--- src/rtl/sel_rr_arbiter.sv ---
// sel_rr_arbiter: 4-requester round-robin arbiter that drives the select code
// of a 4:1 selector. A grant lasts while its request stays high and enable
// is set. It is forcibly ended after MAX_HOLD cycles. Every release is
// followed by at least one idle cycle before the next grant.
module sel_rr_arbiter #(
  parameter int unsigned MAX_HOLD = 8
) (
  input  logic       clk,
  input  logic       rst_n,
  input  logic       en,
  input  logic [3:0] req,
  output logic [3:0] gnt,
  output logic [1:0] sel,
  output logic       valid,
  output logic       preempt
);

  localparam logic IDLE  = 1'b0;
  localparam logic GRANT = 1'b1;

  localparam logic [3:0] HOLD_LIMIT = 4'(MAX_HOLD);

  logic       state;
  logic [1:0] ptr;
  logic [3:0] hold_cnt;
  logic [1:0] winner;
  logic       found;
  logic [1:0] idx;

  // Rotating priority search: first set request starting at ptr, wrapping 3 -> 0
  always_comb begin
    winner = '0;
    found  = 1'b0;
    idx    = '0;
    for (int unsigned i = 0; i < 4; i++) begin
      idx = ptr + 2'(i);
      if (!found && req[idx]) begin
        winner = idx;
        found  = 1'b1;
      end
    end
  end

  // Grant/idle state machine with registered outputs; sel holds through idle
  always_ff @(posedge clk or negedge rst_n) begin
    if (!rst_n) begin
      state    <= IDLE;
      ptr      <= '0;
      hold_cnt <= '0;
      gnt      <= '0;
      sel      <= '0;
      valid    <= 1'b0;
      preempt  <= 1'b0;
    end else if (state == IDLE) begin
      preempt <= 1'b0;
      if (en && found) begin
        state    <= GRANT;
        gnt      <= 4'b0001 << winner;
        sel      <= winner;
        valid    <= 1'b1;
        hold_cnt <= 4'd1;
      end
    end else begin
      if (!req[sel] || !en) begin
        state    <= IDLE;
        gnt      <= '0;
        valid    <= 1'b0;
        ptr      <= sel + 2'd1;
        hold_cnt <= '0;
        preempt  <= 1'b0;
      end else if (hold_cnt >= HOLD_LIMIT) begin
        state    <= IDLE;
        gnt      <= '0;
        valid    <= 1'b0;
        ptr      <= sel + 2'd1;
        hold_cnt <= '0;
        preempt  <= 1'b1;
      end else begin
        hold_cnt <= hold_cnt + 4'd1;
      end
    end
  end

endmodule

--- config.mk ---
export PLATFORM = sky130hd
export DESIGN_NAME = sel_rr_arbiter
export DESIGN_NICKNAME = d
export VERILOG_FILES = /design/src/rtl/sel_rr_arbiter.sv
export SDC_FILE = /design/constraint.sdc
export NUM_CORES = 1
export LEC_CHECK = 0
export ABC_AREA = 1
export BUFFER_PORTS_ARGS = -buffer_cell sky130_fd_sc_hd__buf_2
export CORE_ASPECT_RATIO = 0.7
export CORE_MARGIN = 2
export CORE_UTILIZATION = 35
export CTS_BUF_LIST = sky130_fd_sc_hd__clkbuf_8
export DETAILED_ROUTE_END_ITERATION = 12
export PLACE_DENSITY = 0.57
export SLEW_MARGIN = 20
export SYNTH_ARGS = -nofsm -noshare
export SYNTH_HDL_FRONTEND = slang
export SYNTH_SLANG_ARGS = --single-unit
--- constraint.sdc ---
create_clock -name clk -period 4 [get_ports clk]
set_clock_uncertainty 0.05 [all_clocks]
set_input_delay 0.2 -clock clk [delete_from_list [all_inputs] [get_ports clk]]
set_output_delay 0.2 -clock clk [all_outputs]
set_load 0.03 [all_outputs]
==> key figures <==
Routing
  – Final wirelength: 2100 um
  – DRC: 0
  – ANT nets after route: 0
  – Via density: 4.78
  – First drt pass iteration count: 4
  – Drt wl/cell: ~11 um
  – Via count: ~940
  – Drt initial violations: 40

STA
  – Slew at the pin with the worst max-slew slack: 0.389 ns
  – Slew Limit Headroom: about three quarters
  – Final Cycle Share: 47.1%
  – Setup TNS: 0 ns
  – RSZ-0062 raised after global routing: no
  – Fmax: 530 MHz
  – Fin crit period: 1.89 ns
  – Final Hold Viols: 0
  – Fin. max-slew vios: 0
  – Final setup vio count: 0

Critical path
  – Max incr delay on CP: 0.58 ns
  – Cell family with most CP delay: simple AND/OR/NAND/NOR gates
  – Crit end category: register
  – R2r setup slk: 2.11 ns
  – R2r worst-path depth: 11
  – Most frequent CP cell: nand2_1
  – Critical path fanouts, max: 12
  – Reg2reg start: ptr[0]
  – Worst path slowest cell: dfrtp_1
  – CP required: 4.09 ns
  – CP bufs+invs: 1
  – CP Class: register to register
  – Worst r2r dst: gnt[2]
  – Setup crit start kind: register
  – WP data arrival: 1.97 ns
  – Critical Path, Cell by Cell: inv_2 -> nand2_1 -> nand2_1 -> nand2_1 -> nand2_2 -> nor2_4 -> nand3_2 -> nand3_2 -> nor2_1 -> nand2_1 -> nand2_1

Synth
  – Synthesized cell area: 992 um2
  – Synth top area share: a little under two fifths
  – Yosys top cell by area: dfrtp_1
  – Synth Register Bits: 15
  – Synth area leaders: dfrtp_1 38%, nand2_1 22%, nand3_1 7.6%, inv_1 4.9%, nor2_1 3.4%
  – Sequential share of the synthesized area: a little under two fifths
  – Synth warnings: 0
  – Synth unique cells: 22
  – Syn Nets: 153
  – Mean area per synthesized cell: 6.89 um2
  – Post-synthesis cell count: roughly 140

Global routing
  – Number of global-route vias before repair: 814
  – Gr usage total: 15.0%
  – Initial antenna violation count: 0
  – Grt total ovfl: 0
  – Largest net degree at the start of global routing: 16
  – First-pass GRT wire length: 3680 um

Floorplan
  – Core area: 2740 um2
  – DIE WIDTH: just under 70 um
  – Chip height: 48.5 um
  – Die Area: 3280 um2
  – Row count: 16
  – IO Pins: 15
  – Initial Utilization: 36.2%

Cells and area
  – Ant diodes: 0
  – Fillcell total: approximately 300
  – Area growth from synthesis to layout: 14.5%
  – Area occupied by multi-input gates: about 530 um2
  – Nets: 170
  – Register area: 375 um2
  – Layout cells sized above 1: 17.5%

Status
  – Outcome: finished, final reports clean

Clock network
  – CTS root buf: clkbuf_8
  – Post-CTS sizing: 0
  – Clock-pin slew on the worst setup and hold paths: 0.06 ns
  – Hold-fix buffers, CTS: 1
  – TritonCTS Buffers: 3
  – Max clock buf depth: 2
  – Setup Buffers After CTS: 0
  – Clk_lat worst skew: ~0.25 ns
  – Total clock sinks: 15
  – H-tree depth: 1
  – CTS tree: yes

Pwr
  – Pwr Total: 0.000916 W
  – PD cells: 806 nW/um2
  – Max IR drop VDD: 0.000306 V
  – Pleak: 0.658 nW

Run
  – Max Cap Viol: 0

Worst hold path
  – Worst hold start: en
  – Hold path endpoint: hold_cnt[2]
  – Min-Delay Path Depth: 4
  – Worst Hold Class: primary input to register

Placed design
  – GPL Wtd Cong: just over 0.9
  – PortBufs: 14
  – Placed wire-length estimate: 1640 um
[kinds of logic after synthesis]
| kind of cell | synth area share, % |
|---|---|
| DFF | 37.8 |
| adders and majority gates | 2.52 |
| and+or+nand+nor | 39.6 |
| buffers and inverters | 8.45 |
| AOI/OAI and AO/OA | 9.84 |
| xor gates and xnor gates | 1.77 |
[per-stage QoR]
step | cells | setup WS, ns | hold slack (ns) | cell area, um2 | util, %
floorplan | 144 | 2.35 | -0.146 | 992 | -
global placement | 191 | 2.18 | 0.0722 | 1080 | 39.4
detailed placement | 191 | 2.14 | 0.0787 | 1080 | 39.4
CTS | 196 | 2.13 | 0.254 | 1140 | 41.4
global route | 196 | 1.92 | 0.276 | 1140 | 41.4
finish | 196 | 2.11 | 0.256 | 1140 | 41.4
[cell usage after synthesis]
| cell | n |
|---|---|
| o21ai_1 | 2 |
| buf_6 | 2 |
| nor2_1 | 9 |
| inv_1 | 13 |
| clkbuf_2 | 1 |
| o211a_1 | 1 |
| o22ai_1 | 2 |
| nand2_1 | 59 |
| o21a_1 | 1 |
| dfrtp_1 | 15 |
| inv_2 | 2 |
| nand3_1 | 15 |
| nand2_2 | 5 |
| a21oi_1 | 2 |
| o21ai_0 | 5 |
| a21boi_1 | 2 |
| xor2_1 | 1 |
| o211ai_1 | 1 |
| xnor2_1 | 1 |
| nand3_2 | 2 |
| nor2_4 | 1 |
| ha_1 | 2 |
[where the power goes]
| group | leakage (nW) | internal, W | switching, W |
|---|---|---|---|
| sequential | 0.193 | 0.000202 | 0.0000686 |
| combinational | 0.439 | 0.000169 | 0.000354 |
| clock | 0.0255 | 0.0000690 | 0.0000532 |
| total | 0.658 | 0.000440 | 0.000476 |
[how the worst max path moves through the flow]
stage	from	to	slack (ns)	depth (start not counted)
finish	ptr[0]	gnt[2]	2.11	11
global route	ptr[0]	gnt[1]	1.92	11
CTS	ptr[0]	gnt[2]	2.13	11
detailed placement	ptr[0]	gnt[2]	2.14	11
global placement	ptr[0]	hold_cnt[0]	2.18	10
floorplan	sel[0]	gnt[0]	2.35	9
[tightest hold or removal path, stage by stage]
cell and delay [ns]:
buf_2 0.11, nand2_1 0.07, nand3_1 0.06, o21ai_0 0.06
[area by class of cell]
cell class,count,share of cell area (%)
clock buffer,3,3.63
clock inverter,1,0.441
inverter,15,4.96
multi-input combinational,111,46.9
sequential,15,33.0
tap,36,3.96
timing repair buffer,15,7.05
[placed cells by master (no fill, tap or decap), drive strengths merged]
cell type	synthesis	final
nand2	64	64
nand3	17	17
dfrtp	15	15
inv	15	15
buf	2	14
nor2	10	10
o21ai	7	7
clkbuf	1	3
a21boi	2	2
a21oi	2	2
o22ai	2	2
ha	2	2
o211ai	1	1
o211a	1	1
xnor2	1	1
xor2	1	1
o21a	1	1
clkinv	0	1
dlygate4sd3	0	1
[registers in the layout, indices dropped and copies added (netlist names)]
register  count
sel           2
gnt           4
hold_cnt      4
state         1
valid         1
preempt       1
ptr           2
[per-layer routing]
metal / track usage (%) / wire, um / vias to the layer above
met4: 4.08 / 13 / 0
li1: - / - / 488
met2: 20.3 / 843 / 25
met1: 22.3 / 1110 / 422
met5: 0 / 0 / -
met3: 5.58 / 125 / 2
(Power assumes the default switching activity.)
